**config.mk**
```make
export PLATFORM = sky130hd
export DESIGN_NAME = gpi_debounce
export DESIGN_NICKNAME = d
export VERILOG_FILES = /design/src/rtl/gpi_debounce.sv
export SDC_FILE = /design/constraint.sdc
export NUM_CORES = 1
export LEC_CHECK = 0
export ABC_CLOCK_PERIOD_IN_PS = 2700
export BUFFER_PORTS_ARGS = -buffer_cell sky130_fd_sc_hd__buf_2
export CELL_PAD_IN_SITES_DETAIL_PLACEMENT = 1
export CELL_PAD_IN_SITES_GLOBAL_PLACEMENT = 1
export CORE_AREA = 2 2 173 107
export DETAILED_ROUTE_END_ITERATION = 10
export DIE_AREA = 0 0 175 109
export HOLD_SLACK_MARGIN = 0.03
export PLACE_DENSITY = 0.71
export SYNTH_ARGS = -nofsm -noshare
export SYNTH_HDL_FRONTEND = slang
export SYNTH_SLANG_ARGS = --single-unit
```
**constraint.sdc**
```tcl
create_clock -name clk_sys_i -period 2.7 [get_ports clk_sys_i]
set_clock_uncertainty 0.2 [all_clocks]
set_input_delay 0.135 -clock clk_sys_i [delete_from_list [all_inputs] [get_ports clk_sys_i]]
set_output_delay 0.135 -clock clk_sys_i [all_outputs]
set_load 0.02 [all_outputs]
```
**src/rtl/gpi_debounce.sv**
```systemverilog
// Two-flop synchroniser plus per-bit stability counter for board switch inputs.
// Optional rise/fall pulse outputs are built when GPI_DEBOUNCE_EDGE_EN is defined.
module gpi_debounce #(
  parameter int               Width      = 13,
  parameter int               Threshold  = 4,
  parameter int               CntWidth   = 8,
  parameter int               Prescale   = 1,
  parameter logic [Width-1:0] ResetValue = '0
) (
  input  logic             clk_sys_i,
  input  logic             rst_sys_ni,
  input  logic [Width-1:0] in_i,
  output logic [Width-1:0] deb_o,
  output logic [Width-1:0] rise_o,
  output logic [Width-1:0] fall_o
);

  localparam logic [15:0]         PreMax = 16'(Prescale - 1);
  localparam logic [CntWidth-1:0] CntMax = CntWidth'(Threshold - 1);

  logic [Width-1:0]    s1, s2;
  logic [Width-1:0]    deb_q;
  logic [Width-1:0]    dis, upd;
  logic [15:0]         pre_cnt;
  logic                tick;
  logic [CntWidth-1:0] cnt [Width];

  always_ff @(posedge clk_sys_i or negedge rst_sys_ni) begin
    if (!rst_sys_ni) begin
      s1 <= ResetValue;
      s2 <= ResetValue;
    end else begin
      s1 <= in_i;
      s2 <= s1;
    end
  end

  // With Prescale=1 PreMax is 0, so tick stays high and the counter never leaves 0.
  assign tick = (pre_cnt == PreMax);

  always_ff @(posedge clk_sys_i or negedge rst_sys_ni) begin
    if (!rst_sys_ni) begin
      pre_cnt <= '0;
    end else if (tick) begin
      pre_cnt <= '0;
    end else begin
      pre_cnt <= pre_cnt + 16'd1;
    end
  end

  always_comb begin
    dis = '0;
    upd = '0;
    for (int unsigned i = 0; i < Width; i++) begin
      dis[i] = s2[i] ^ deb_q[i];
      upd[i] = dis[i] & tick & (cnt[i] == CntMax);
    end
  end

  // Any cycle where the synchronised level agrees with the output clears the count.
  always_ff @(posedge clk_sys_i or negedge rst_sys_ni) begin
    if (!rst_sys_ni) begin
      deb_q <= ResetValue;
      for (int unsigned i = 0; i < Width; i++) begin
        cnt[i] <= '0;
      end
    end else begin
      for (int unsigned i = 0; i < Width; i++) begin
        if (!dis[i]) begin
          cnt[i] <= '0;
        end else if (upd[i]) begin
          cnt[i]   <= '0;
          deb_q[i] <= s2[i];
        end else if (tick) begin
          cnt[i] <= cnt[i] + 1'b1;
        end
      end
    end
  end

  assign deb_o = deb_q;

`ifdef GPI_DEBOUNCE_EDGE_EN
  logic [Width-1:0] rise_q, fall_q;

  always_ff @(posedge clk_sys_i or negedge rst_sys_ni) begin
    if (!rst_sys_ni) begin
      rise_q <= '0;
      fall_q <= '0;
    end else begin
      rise_q <= upd & s2;
      fall_q <= upd & ~s2;
    end
  end

  assign rise_o = rise_q;
  assign fall_o = fall_q;
`else
  assign rise_o = '0;
  assign fall_o = '0;
`endif

endmodule

```
; ---- Yosys cells after proc, flatten, opt, wreduce, memory -nomap -nowiden
; Index checks and enable logic that the tools add are counted.
; Widths: inputs -> output; s select.
[word_totals]
ff_bits = 159
wordCells = 162
[op_classes]
addsub = 14
bitwise = 39
n_mux = 40
n_reduce_logical = 14
eq_ne = 26
[ops]
columns = op, n
row1 = $mux 8, 39
row2 = $add 8x1->8 const B, 13
row3 = $eq 8x2->1 const B, 13
row4 = $ne 3x1->1 const B, 13
row5 = $and 1x1->1, 26
row6 = $reduce_and 2->1, 13
row7 = $add 16x1->16 const B, 1
row8 = $logic_not 16->1, 1
row9 = $mux 16, 1
row10 = $xor 1x1->1, 13

; ---- Logic depth before layout (Yosys ltp)
[logic_depth]
depth_word = 5
mapped_depth = 9
depth_no_buf = 6

; ---- Least setup slack after synthesis
; No wires, ideal clock.
[synth_timing]
path_kind = register to register
from = register pre_cnt[0]
to = register cnt[11] in the netlist's numbering
arrival_time_ns = 1.827
slack_ns = 0.526
path_stages_with_launch = 9
setup_ns = 0.147
path_buffers = 2
required_ns = 2.353
cell_sequence = dfrtp_1 > inv_1 > ha_1 > nor4b_4 > nand4_4 > clkbuf_1 > clkbuf_1 > o31ai_1 > a21oi_1
[synth_between]
elab_chain_len = 5
[synth_rtl]
columns = item, line_no
row1 = "start, declared", 24  ; logic [15:0] pre_cnt;
row2 = "start signal, assigned", 47  ; pre_cnt <= pre_cnt + 16'd1;
row3 = $logic_not 16->1 (*), 39  ; assign tick = (pre_cnt == PreMax);
row4 = $and 1x1->1 (2 in series), 56  ; upd[i] = dis[i] & tick & (cnt[i] == CntMax);
row5 = $mux 8, 71  ; end else if (upd[i]) begin
row6 = $mux 8, 69  ; if (!dis[i]) begin
row7 = "end signal, assigned by index", 75  ; cnt[i] <= cnt[i] + 1'b1;
row8 = "end, declared", 26  ; logic [CntWidth-1:0] cnt [Width];
; Mark *: on every way between the ends. The rest lies on a longest branch, timed or not.
; A chain may end at the register's enable or synchronous reset.

; ---- Worst setup path in the final report
[layout_timing]
from = register pre_cnt[4]
to = register cnt[23] in the netlist's numbering
; The elaborated chain is that of the path after synthesis.

==> results.md <==
* Status: finished clean
* Fin area at 9029 um^2
* Hold crit path type: in2async
* IO Port Bufs at 27
* Syn Area/Cell at 10.23 um^2
* Crit start category: flip-flop
* Avg Vias per Cell at 5.801
* GRT Util Overall at 21.31%
* Area after DPL at 8155 um^2
* Worst-Margin Slew at 0.8619 ns
* Distinct cells, synth at 53
* Clock Power Share at 38.7%
* Syn Inst Count at 762
* Number of synthesized register bits at 159
* CP endpoint kind: flip-flop
* Part of the cycle the worst path needs at 89.97%
* Site row count at 38
* Initial antenna violation count at 0
* Starting DRT DRC Count at 375
* P_sw at 2.369 mW
* Pwr dens at 848.3 nW/um^2
* CP max stage cell: nor4_4
* Most frequent cells in the layout: dfrtp_1 (159), a21oi_1 (95), nand2_1 (79)
* Synth warn at 0
* # diodes at 0
* Fillers at 1934
* Post-DP HPWL at 12150 um
* Max-cap viol count at 0
* P_leak at 3.791 nW
* Synth Flop Type: dfrtp_1
* Critical Path Max Stage Delay at 0.52 ns
* Drt total wl at 18780 um
* Vias post-DR at 6172
* Internal power at 5.290 mW
* Clock-pin slew on the worst setup and hold paths at 0.06 ns
* CTS buffer count at 17
* Routed WL per cell at 17.65 um
* Post-cts resize count at 0
* Final antenna-violating net count at 0
* Area of the mapped netlist at 7796 um^2
* Layout cells sized above 1 at 11.89%
* Remaining DRCs at 0
* Setup total negative slack at 0 ns
* First-pass DRT Iterations at 5
* Final hold violation count at 0
* FF/Latch Area at 3979 um^2
* Commonest non-fill, non-tap cell in the layout: dfrtp_1
* Final setup violation count at 0
* RSZ-0062 raised after global routing: no
* Gpl congestion at 0.8252
* First-pass GRT wire length at 32400 um
* Worst EP arrival at 2.59 ns
* WP data required at 2.86 ns
* Clock Path Buffers at 2
* Initial Utilization at 44.20%
* Tmin final at 2.429 ns
* Die Y at 109 um
* Crit-path max FO at 42
* Total grt overflow at 0
* CTS tree: built
* Combinational share of power at 21.2%
* Clk root buf: clkbuf_16
* Area of the multi-input gates at 3512 um^2
* Sequential share of the synthesized area at 51.04%
* CP top delay family: simple AND/OR/NAND/NOR gates
* Clock latency on the worst-skew pair at 0.44 ns
* Fmax at 411.7 MHz
* Num Clock Sinks at 159
* Final hold slack at 0.04807 ns
* Nets@finish at 841
* Share of power burned in registers at 40.1%
* Net Sw Frac at 30.94%
* Max_slew headroom at 42.13%
* CORE AREA at 17640 um^2
* Buf+Inv Stages, Crit Path at 1
* Worst Path Class, Setup: reg2reg
* Asr flop ratio synth at 100.0%
* Final slew viol count at 0
* Worst VDD drop at 518.1 uV
* IO Count at 54
* Number of synthesized flops with an enable pin at 0
* Die area at 19080 um^2
* Area grow syn2layout at 15.81%
* Worst-path cell chain: nor4_4 -> nand4_1 -> buf_12 -> or4_1 -> a21oi_1
* Die width at 175 um
* Pin count of the biggest net entering global routing at 72
* Vias in the first global route at 6496
* # H-tree levels at 4
## registers in the layout, summed over array words and instances, names as in the netlist
| register | cells |
|---|---|
| cnt | 104 |
| s1 | 13 |
| deb_o | 13 |
| s2 | 13 |
| pre_cnt | 16 |
## cells by family (layout without fill, tap and decap cells)
| logic type | Yosys count | after routing | synth area share, % |
|---|---|---|---|
| AO/OA/AOI/OAI | 182 | 182 | 13.64 |
| XOR/XNOR | 28 | 28 | 3.145 |
| adder cells (fa/ha/maj) | 15 | 15 | 2.407 |
| buffers and inverters | 70 | 107 | 5.119 |
| flip-flops | 159 | 159 | 51.04 |
| multiplexers | 16 | 16 | 2.311 |
| other | 1 | 26 | 0.04810 |
| AND/OR/NAND/NOR | 291 | 291 | 22.29 |
## synthesized netlist by cell type (14+ instances only)
master | n | share of area [%]
xnor2_1 | 24 | 2.7
or3_1 | 15 | 1.2
or4_1 | 40 | 3.9
a21oi_1 | 95 | 6.1
nand2_1 | 79 | 3.8
nor3_1 | 16 | 1.0
mux2_2 | 14 | 2.0
nand4_1 | 25 | 2.0
o31ai_1 | 37 | 3.6
nand3_1 | 27 | 1.7
dfrtp_1 | 159 | 51
and3_1 | 14 | 1.1
buf_4 | 27 | 2.6
inv_1 | 20 | 0.96
o21ai_0 | 26 | 1.7
nor2_1 | 18 | 0.87
ha_1 | 15 | 2.4
## power by group through the flow
stage                     registers [mW]  clock network (mW)  logic, mW
after floorplan                     3.14                   0       1.05
after global placement              3.08                   0       1.53
after detailed placement            3.12                   0       1.61
after CTS                           3.07                3.03       1.64
after global routing                3.13                3.14       1.83
final                               3.07                2.96       1.62
## layout make-up
cell class	count	area share, %
Timing Repair Buffer	55	4.836
Inverter	20	0.8315
Sequential cell	159	44.07
Multi-Input combinational cell	558	38.90
Clock buffer	19	4.906
Clock inverter	13	3.132
Tap cell	240	3.326
## through the flow
step	total power, mW	util, %	setup WS (ns)	instances
global route	8.099	51.18	0.1027	1064
CTS	7.739	51.14	0.1781	1063
detailed placement	4.728	46.23	0.2313	1017
floorplan	4.189	-	0.5256	787
finish	7.659	51.18	0.2708	1064
global placement	4.611	46.23	0.3205	1017
## timing repair
| action | CTS | global route |
|---|---|---|
| hold buffers | 14 | 0 |
| endpoints found under the setup margin | 0 | 1 |
| setup buffers | 0 | 1 |
| hold endpoints to repair | 151 | 0 |
## path summary, 6_finish.rpt
kind / start / to / slack (ns) / cells after the start
min in group clk_sys_i: in_i[10] / s1[10] / 0.14 / 2
max reg2reg: pre_cnt[4] / cnt[23] / 0.27 / 5
max: pre_cnt[4] / cnt[23] / 0.27 / 5
min: rst_sys_ni / cnt[94] / 0.05 / 2
max in group asynchronous: rst_sys_ni / s1[6] / 1.48 / 3
min reg2reg: s1[6] / s2[6] / 0.15 / 0
## routing by layer
metal,vias up,global-route usage (%),share of wire (%)
met2,83,35.38,47
li1,2899,-,-
met3,17,4.114,2.9
met4,0,7.500,1.1
met5,-,0,0
met1,3173,28.24,49
Note: power is estimated with default switching activity, not from simulation.
